==> src/rtl/race_scoreboard.sv <==
// race_scoreboard: records each player's position and the order they finish in, and
// drives a 4-digit display showing each player's position, or their rank once finished.
//   SCAN_DIV      clocks per display digit (2..65535)
//   clk, rst      clock, synchronous active-low reset
//   in_player     player id presented this cycle
//   in_position   position of in_player
//   in_status     status of in_player; finished = bit3 set and not 4'b1000
//   finish_count  players ranked so far (0..4)
//   finish_order  2-bit player ids; slot k holds the player that finished in place k+1
//   all_done      all four players are ranked
//   new_finish    one-cycle pulse when a rank is assigned
//   finish_player id of the most recently ranked player
//   an, seg, dp   multiplexed active-low 7-segment display; dp lit for a ranked player
module race_scoreboard #(
    parameter int SCAN_DIV = 1000
) (
    input  logic       clk,
    input  logic       rst,
    input  logic [1:0] in_player,
    input  logic [2:0] in_position,
    input  logic [3:0] in_status,
    output logic [2:0] finish_count,
    output logic [7:0] finish_order,
    output logic       all_done,
    output logic       new_finish,
    output logic [1:0] finish_player,
    output logic [3:0] an,
    output logic [6:0] seg,
    output logic       dp
);
    logic [2:0]  r_pos    [4];
    logic [2:0]  r_rank   [4];
    logic [3:0]  r_ranked;
    logic [2:0]  r_count;
    logic [7:0]  r_order;
    logic        r_new;
    logic [1:0]  r_fplayer;
    logic [15:0] r_scan;
    logic [1:0]  r_digit;
    logic [3:0]  r_an;
    logic [6:0]  r_seg;
    logic        r_dp;
    logic        w_fin;
    logic        w_rank;
    logic        w_wrap;
    logic [2:0]  w_val;
    logic [6:0]  w_seg;

    // 4'b1000 is a non-finishing code even though bit3 is set
    assign w_fin  = in_status[3] && (in_status != 4'b1000);
    assign w_rank = w_fin && !r_ranked[in_player] && (r_count != 3'd4);
    assign w_wrap = r_scan == 16'(SCAN_DIV - 1);
    assign w_val  = r_ranked[r_digit] ? r_rank[r_digit] : r_pos[r_digit];

    always_comb begin
        case (w_val)
            3'd0:    w_seg = 7'b1000000;
            3'd1:    w_seg = 7'b1111001;
            3'd2:    w_seg = 7'b0100100;
            3'd3:    w_seg = 7'b0110000;
            3'd4:    w_seg = 7'b0011001;
            3'd5:    w_seg = 7'b0010010;
            3'd6:    w_seg = 7'b0000010;
            default: w_seg = 7'b1111000;
        endcase
    end

    always_ff @(posedge clk) begin
        if (!rst) begin
            r_pos     <= '{default: '0};
            r_rank    <= '{default: '0};
            r_ranked  <= '0;
            r_count   <= '0;
            r_order   <= '0;
            r_new     <= 1'b0;
            r_fplayer <= '0;
        end else begin
            r_pos[in_player] <= in_position;
            r_new            <= w_rank;
            if (w_rank) begin
                r_ranked[in_player]                <= 1'b1;
                r_rank[in_player]                  <= r_count + 3'd1;
                r_order[{r_count[1:0], 1'b0} +: 2] <= in_player;
                r_count                            <= r_count + 3'd1;
                r_fplayer                          <= in_player;
            end
        end
    end

    // Display registers sample the table as it stood before this edge's update
    always_ff @(posedge clk) begin
        if (!rst) begin
            r_scan  <= '0;
            r_digit <= '0;
            r_an    <= 4'b1111;
            r_seg   <= 7'b1111111;
            r_dp    <= 1'b1;
        end else begin
            r_scan  <= w_wrap ? 16'd0 : r_scan + 16'd1;
            r_digit <= w_wrap ? r_digit + 2'd1 : r_digit;
            r_an    <= ~(4'b0001 << r_digit);
            r_seg   <= w_seg;
            r_dp    <= ~r_ranked[r_digit];
        end
    end

    assign finish_count  = r_count;
    assign finish_order  = r_order;
    assign all_done      = r_count == 3'd4;
    assign new_finish    = r_new;
    assign finish_player = r_fplayer;
    assign an            = r_an;
    assign seg           = r_seg;
    assign dp            = r_dp;
endmodule
==> config.mk <==
export PLATFORM = sky130hd
export DESIGN_NAME = race_scoreboard
export DESIGN_NICKNAME = d
export VERILOG_FILES = /design/src/rtl/race_scoreboard.sv
export SDC_FILE = /design/constraint.sdc
export NUM_CORES = 1
export LEC_CHECK = 0
export CORE_ASPECT_RATIO = 1.4
export CORE_MARGIN = 8
export CORE_UTILIZATION = 55
export DETAILED_ROUTE_END_ITERATION = 8
export PLACE_DENSITY = 0.79
export SLEW_MARGIN = 20
export SYNTH_ARGS = -nofsm -noshare
export SYNTH_HDL_FRONTEND = slang
export SYNTH_SLANG_ARGS = --single-unit
==> constraint.sdc <==
create_clock -name clk -period 3.1 [get_ports clk]
set_clock_uncertainty 0.2 [all_clocks]
set_input_delay 0.775 -clock clk [delete_from_list [all_inputs] [get_ports clk]]
set_output_delay 0.775 -clock clk [all_outputs]
set_load 0.05 [all_outputs]
# [Word-level counts from Yosys, hierarchy flattened]
# Index checks and enable logic that the tools add are counted.
[totals] regBits=72 input_bits=11 word_cells=74
[classes] n_addsub=4 order_cmp=6 eq_ne=10 shifts=3 mux=19 n_bitwise=6 n_reduce_logical=8
[op_table] operator="7-bit one-hot mux with 7 select lines" count=1
[op_table] operator="12-bit bitwise mux" count=2
[op_table] operator="3-bit two-way mux" count=6
[op_table] operator="16-bit by 1-bit adder with 16-bit output (second input constant)" count=1
[op_table] operator="16-bit by 10-bit == test with 1-bit output (second input constant)" count=1
[op_table] operator="3-bit binary-select mux with 2-bit select" count=2
[op_table] operator="3-bit == test (second input constant)" count=4
[op_table] operator="8-bit bitwise mux" count=1
[op_table] operator="2-bit by 5-bit variable shift with 8-bit output (first input constant)" count=1
[op_table] operator="2-bit by 5-bit variable part select with 8-bit output" count=1
[op_table] operator="3-bit demux with 2-bit select" count=1
[op_table] operator="3-bit by 2-bit == test with 1-bit output (second input constant)" count=2
[op_table] operator="3-bit >= comparator (second input constant)" count=2
[op_table] operator="2-bit by 3-bit less-than comparator with 1-bit output (second input constant)" count=2
[op_table] operator="2-bit inverter with 3-bit output" count=2
[op_table] operator="1-bit logical AND" count=5
[op_table] operator="3-bit negation with 5-bit output" count=1
[op_table] operator="1-bit binary-select mux with 2-bit select" count=2
[op_table] operator="4-bit inequality test (second input constant)" count=1
[op_table] operator="4-bit inverter" count=1
[op_table] operator="4-bit OR" count=1
[op_table] operator="1-bit by 2-bit left shift with 4-bit output (first input constant)" count=1
[op_table] operator="3-bit by 1-bit adder with 3-bit output (second input constant)" count=1
[op_table] operator="3-bit by 1-bit == test with 1-bit output (second input constant)" count=1
[op_table] operator="other kinds (10)" count=13

# [Depth between registers and ports, before layout]
[logic_depth] word_depth=7 depth_mapped=9 ltp_nobuf=6

# [Worst setup path before layout]
# OpenSTA, ideal clock, no wires.
[synth_path] kind="register to register" from="reg r_count[0], in the netlist finish_count[0]" to="reg r_order[2], in the netlist finish_order[2]" setup_time_ns=0.132 t_arrival_ns=2.659 t_required_ns=2.768 slack_ns=0.109 stages_incl_launch_ff=10 path_buffers=3 path_cell_list="dfxtp_1 clkbuf_1 inv_1 ha_1 a21bo_2 clkbuf_1 or3_4 buf_6 o21ai_1 a21oi_1"
[synth_between] elab_chain_cells=3
[synth_lines] element="start: declaration" line_no="34" text="logic [2:0] r_count;"
[synth_lines] element="start signal: assignment" line_no="84" text="r_count <= r_count + 3'd1;"
[synth_lines] element="3-bit negation with 5-bit output" line_no="83" text="r_order[{r_count[1:0], 1'b0} +: 2] <= in_player;"
[synth_lines] element="2-bit by 5-bit variable part select with 8-bit output or 2-bit by 5-bit variable shift with 8-bit output (tied branches)" line_no="83"
[synth_lines] element="8-bit bitwise mux" line_no="83"
[synth_lines] element="end signal: indexed assignment" line_no="83"
[synth_lines] element="end: declaration" line_no="35" text="logic [7:0] r_order;"
# Parallel ways exist; a longest one is shown, timed or not.
# A chain may end at the register's enable or synchronous reset.

# [Worst setup path in the final report]
[layout_path] from="reg r_count[0], in the netlist finish_count[0]" to="out all_done"
[layout_between] elab_chain_cells=1
[layout_lines] element="3-bit == test" line_no="109" text="assign all_done = r_count == 3'd4;"
[layout_lines] element="end: declaration" line_no="24" text="output logic all_done,"
# No other way between the ends.

==> results by group <==
Status
  • Status: completed

Pwr
  • Pwr/cell area: 544 mW/mm^2
  • VDD IR max: 0.293 mV
  • Total design power: 2130 uW
  • Leak: 0.00146 uW

Min path
  • Hold Path Sink: r_scan[0]
  • Hold Crit Class: reg2reg
  • Hold depth: 1
  • Hold path startpoint: r_scan[0]

STA
  • Setup_tns: 0 ps
  • WHS: 253 ps
  • Fin. max-slew vios: 0
  • # setup viols final: 0
  • Min cycle time layout: 2960 ps
  • Worst setup margin: 142 ps
  • Top achievable clock speed: 338 MHz
  • Least-Margin Pin Slew: 569 ps
  • Hold Vio Cnt, Final: 0
  • Rel. slew slack: 61.8%
  • Fin crit share: 95.4%
  • RSZ-0062 raised after global routing: false

Logic synthesis
  • Synth cell types: 46
  • Post-synth top flop: dfxtp_1
  • EDFF count, synth: 0
  • Avg Cell Area, Syn: 9.78 um^2
  • Yosys top cell area share: 44.4%
  • Count leader, synth: dfxtp_1
  • Sequential share of the synthesized area: 44.4%
  • Gate count after technology mapping: 332
  • Syn_nets: 354
  • Most frequent cells after synthesis: dfxtp_1 (72), nor2_1 (37), nand2_1 (31), a21oi_1 (23), clkbuf_1 (18)
  • Largest area contributor in the netlist: dfxtp_1
  • FFs w/ async S/R, synth: 0%
  • Synth Register Bits: 72
  • Main area contributors after synthesis: dfxtp_1 (44%), mux4_1 (4.9%), nor2_1 (4.3%)
  • Post-Syn Area: 0.00325 mm^2
  • Synth Warn #: 0

Clock network
  • Htree depth: 3
  • Clock-pin slew on the worst setup and hold paths: 80 ps
  • Clk Latency, worst-skew pair: 350 ps
  • CTS sink cnt: 72
  • CTS tree: built
  • # Post-CTS Setup Buffers: 0
  • CTS Hold Buffers Added: 0
  • Number of buffers created by CTS: 9
  • Clk buf depth: 2
  • Post-CTS resize count: 0
  • CTS Root Cell: clkbuf_8

Floorplan
  • FP Rows: 33
  • Die Height: 107 um
  • Core Area: 0.00578 mm^2
  • # IOs: 38
  • Initial Util: 56.1%
  • Die span in x: 80.9 um
  • DIE AREA: 0.00865 mm^2

Routing
  • Vias/cell: 5.60
  • # DRC: 0
  • Vias: 2479
  • Initial drt markers: 110
  • Drt wl/cell: 15.2 um
  • Final ANT Viol Nets: 0
  • Routed WL: 6.74 mm
  • 1st-pass router iterations: 4

Worst setup path
  • Max FO, Critical Path: 15
  • Worst r2r src: finish_count[0]
  • Flop2flop setup slack: 410 ps
  • Worst endpoint required time: 2120 ps
  • Crit end category: output port
  • Critical path arrival: 1980 ps
  • Setup crit start kind: register
  • Kind of critical path: reg2out
  • Reg2reg path depth: 6
  • Critical R2R Capture: finish_order[1]

Final layout
  • Fin nets: 390
  • # fillers: 472
  • Area Growth Syn to Fin: 20.3%
  • Non-filler cells, final: 443
  • Share of cells above drive strength 1: 11.3%
  • ANT cells: 0

Placement
  • Post-Place Worst Slack: 88.3 ps
  • Post-Place Cells: 427
  • Port bufs: 37
  • Placer Congestion: 0.814
  • DP HPWL: 4.85 mm

Global routing
  • Vias in the first global route: 2500
  • First-pass GRT wire length: 11.4 mm
  • Tot GR Track Use: 16.6%
  • Initial antenna violation count: 0
  • Gr ovfl total: 0
  • Largest net degree at the start of global routing: 22

Job
  • # Max-Cap Violations: 0
## through the flow
stage | area, um^2 | utilization [%]
2_1_floorplan | 3250 | -
3_3_place_gp | 3670 | 63.5
3_5_place_dp | 3670 | 63.5
4_1_cts | 3910 | 67.6
5_1_grt | 3910 | 67.6
6_report | 3910 | 67.6
## where the power goes
group | internal [uW] | leakage (uW) | switching (uW)
logic | 104 | 0.000761 | 167
registers | 960 | 0.000588 | 22.7
clock network | 532 | 0.000116 | 341
## layer usage
layer / routed length, um / GRT usage [%] / up-vias
li1: - / - / 1243
met1: 2850 / 18.4 / 1169
met2: 3420 / 27.5 / 62
met3: 406 / 5.95 / 5
met4: 57 / 7.31 / 0
met5: 0 / 0 / -
## cell type report
type	count	area (um^2)	share of cell area (%)
multi-input combinational	228	1660	42.5
sequential	72	1440	36.9
timing repair buffer	47	443	11.3
clock buffer	10	128	3.27
clock inverter	6	108	2.76
tap	70	87.6	2.24
inverter	10	37.5	0.961
## logic make-up after synthesis
group,after synthesis,synth area share [%]
AO/OA/AOI/OAI,53,9.41
XOR/XNOR,15,4.05
adder cells (fa/ha/maj),12,4.59
buffers and inverters,32,4.43
flip-flops,72,44.4
multiplexers,24,12.1
AND/OR/NAND/NOR,124,21.0
## layout by cell type, fill, tap and decap left out, types with 11 or more instances in the layout
master           instances
clkdlybuf4s50_1         36
nand3_1                 12
ha_1                    11
nor2_1                  37
a21oi_1                 23
nand2_1                 31
mux2i_1                 12
dfxtp_1                 72
buf_4                   11
## worst max-delay path by stage
stage	start	end	slack, ps	depth (start not counted)
after CTS	finish_count[0]	all_done	140	4
after global placement	in_player[0]	finish_order[1]	130	5
after global routing	finish_count[0]	all_done	20	4
after detailed placement	in_player[0]	finish_order[0]	90	5
after floorplan	finish_count[0]	finish_order[2]	110	9
final	finish_count[0]	all_done	140	4
## flip-flops by register name, indices dropped and copies added, names as in the netlist
signal / count
r_scan: 16
dp: 1
r_pos: 12
r_ranked: 4
r_rank: 12
finish_player: 2
new_finish: 1
an: 4
finish_order: 8
finish_count: 3
r_digit: 2
seg: 7
## critical path: stages (launching register included)
cell and delay, ps:
dfxtp_1 670, inv_1 240, ha_1 350, and2_1 190, buf_4 180
Note: power is estimated with default switching activity, not from simulation.
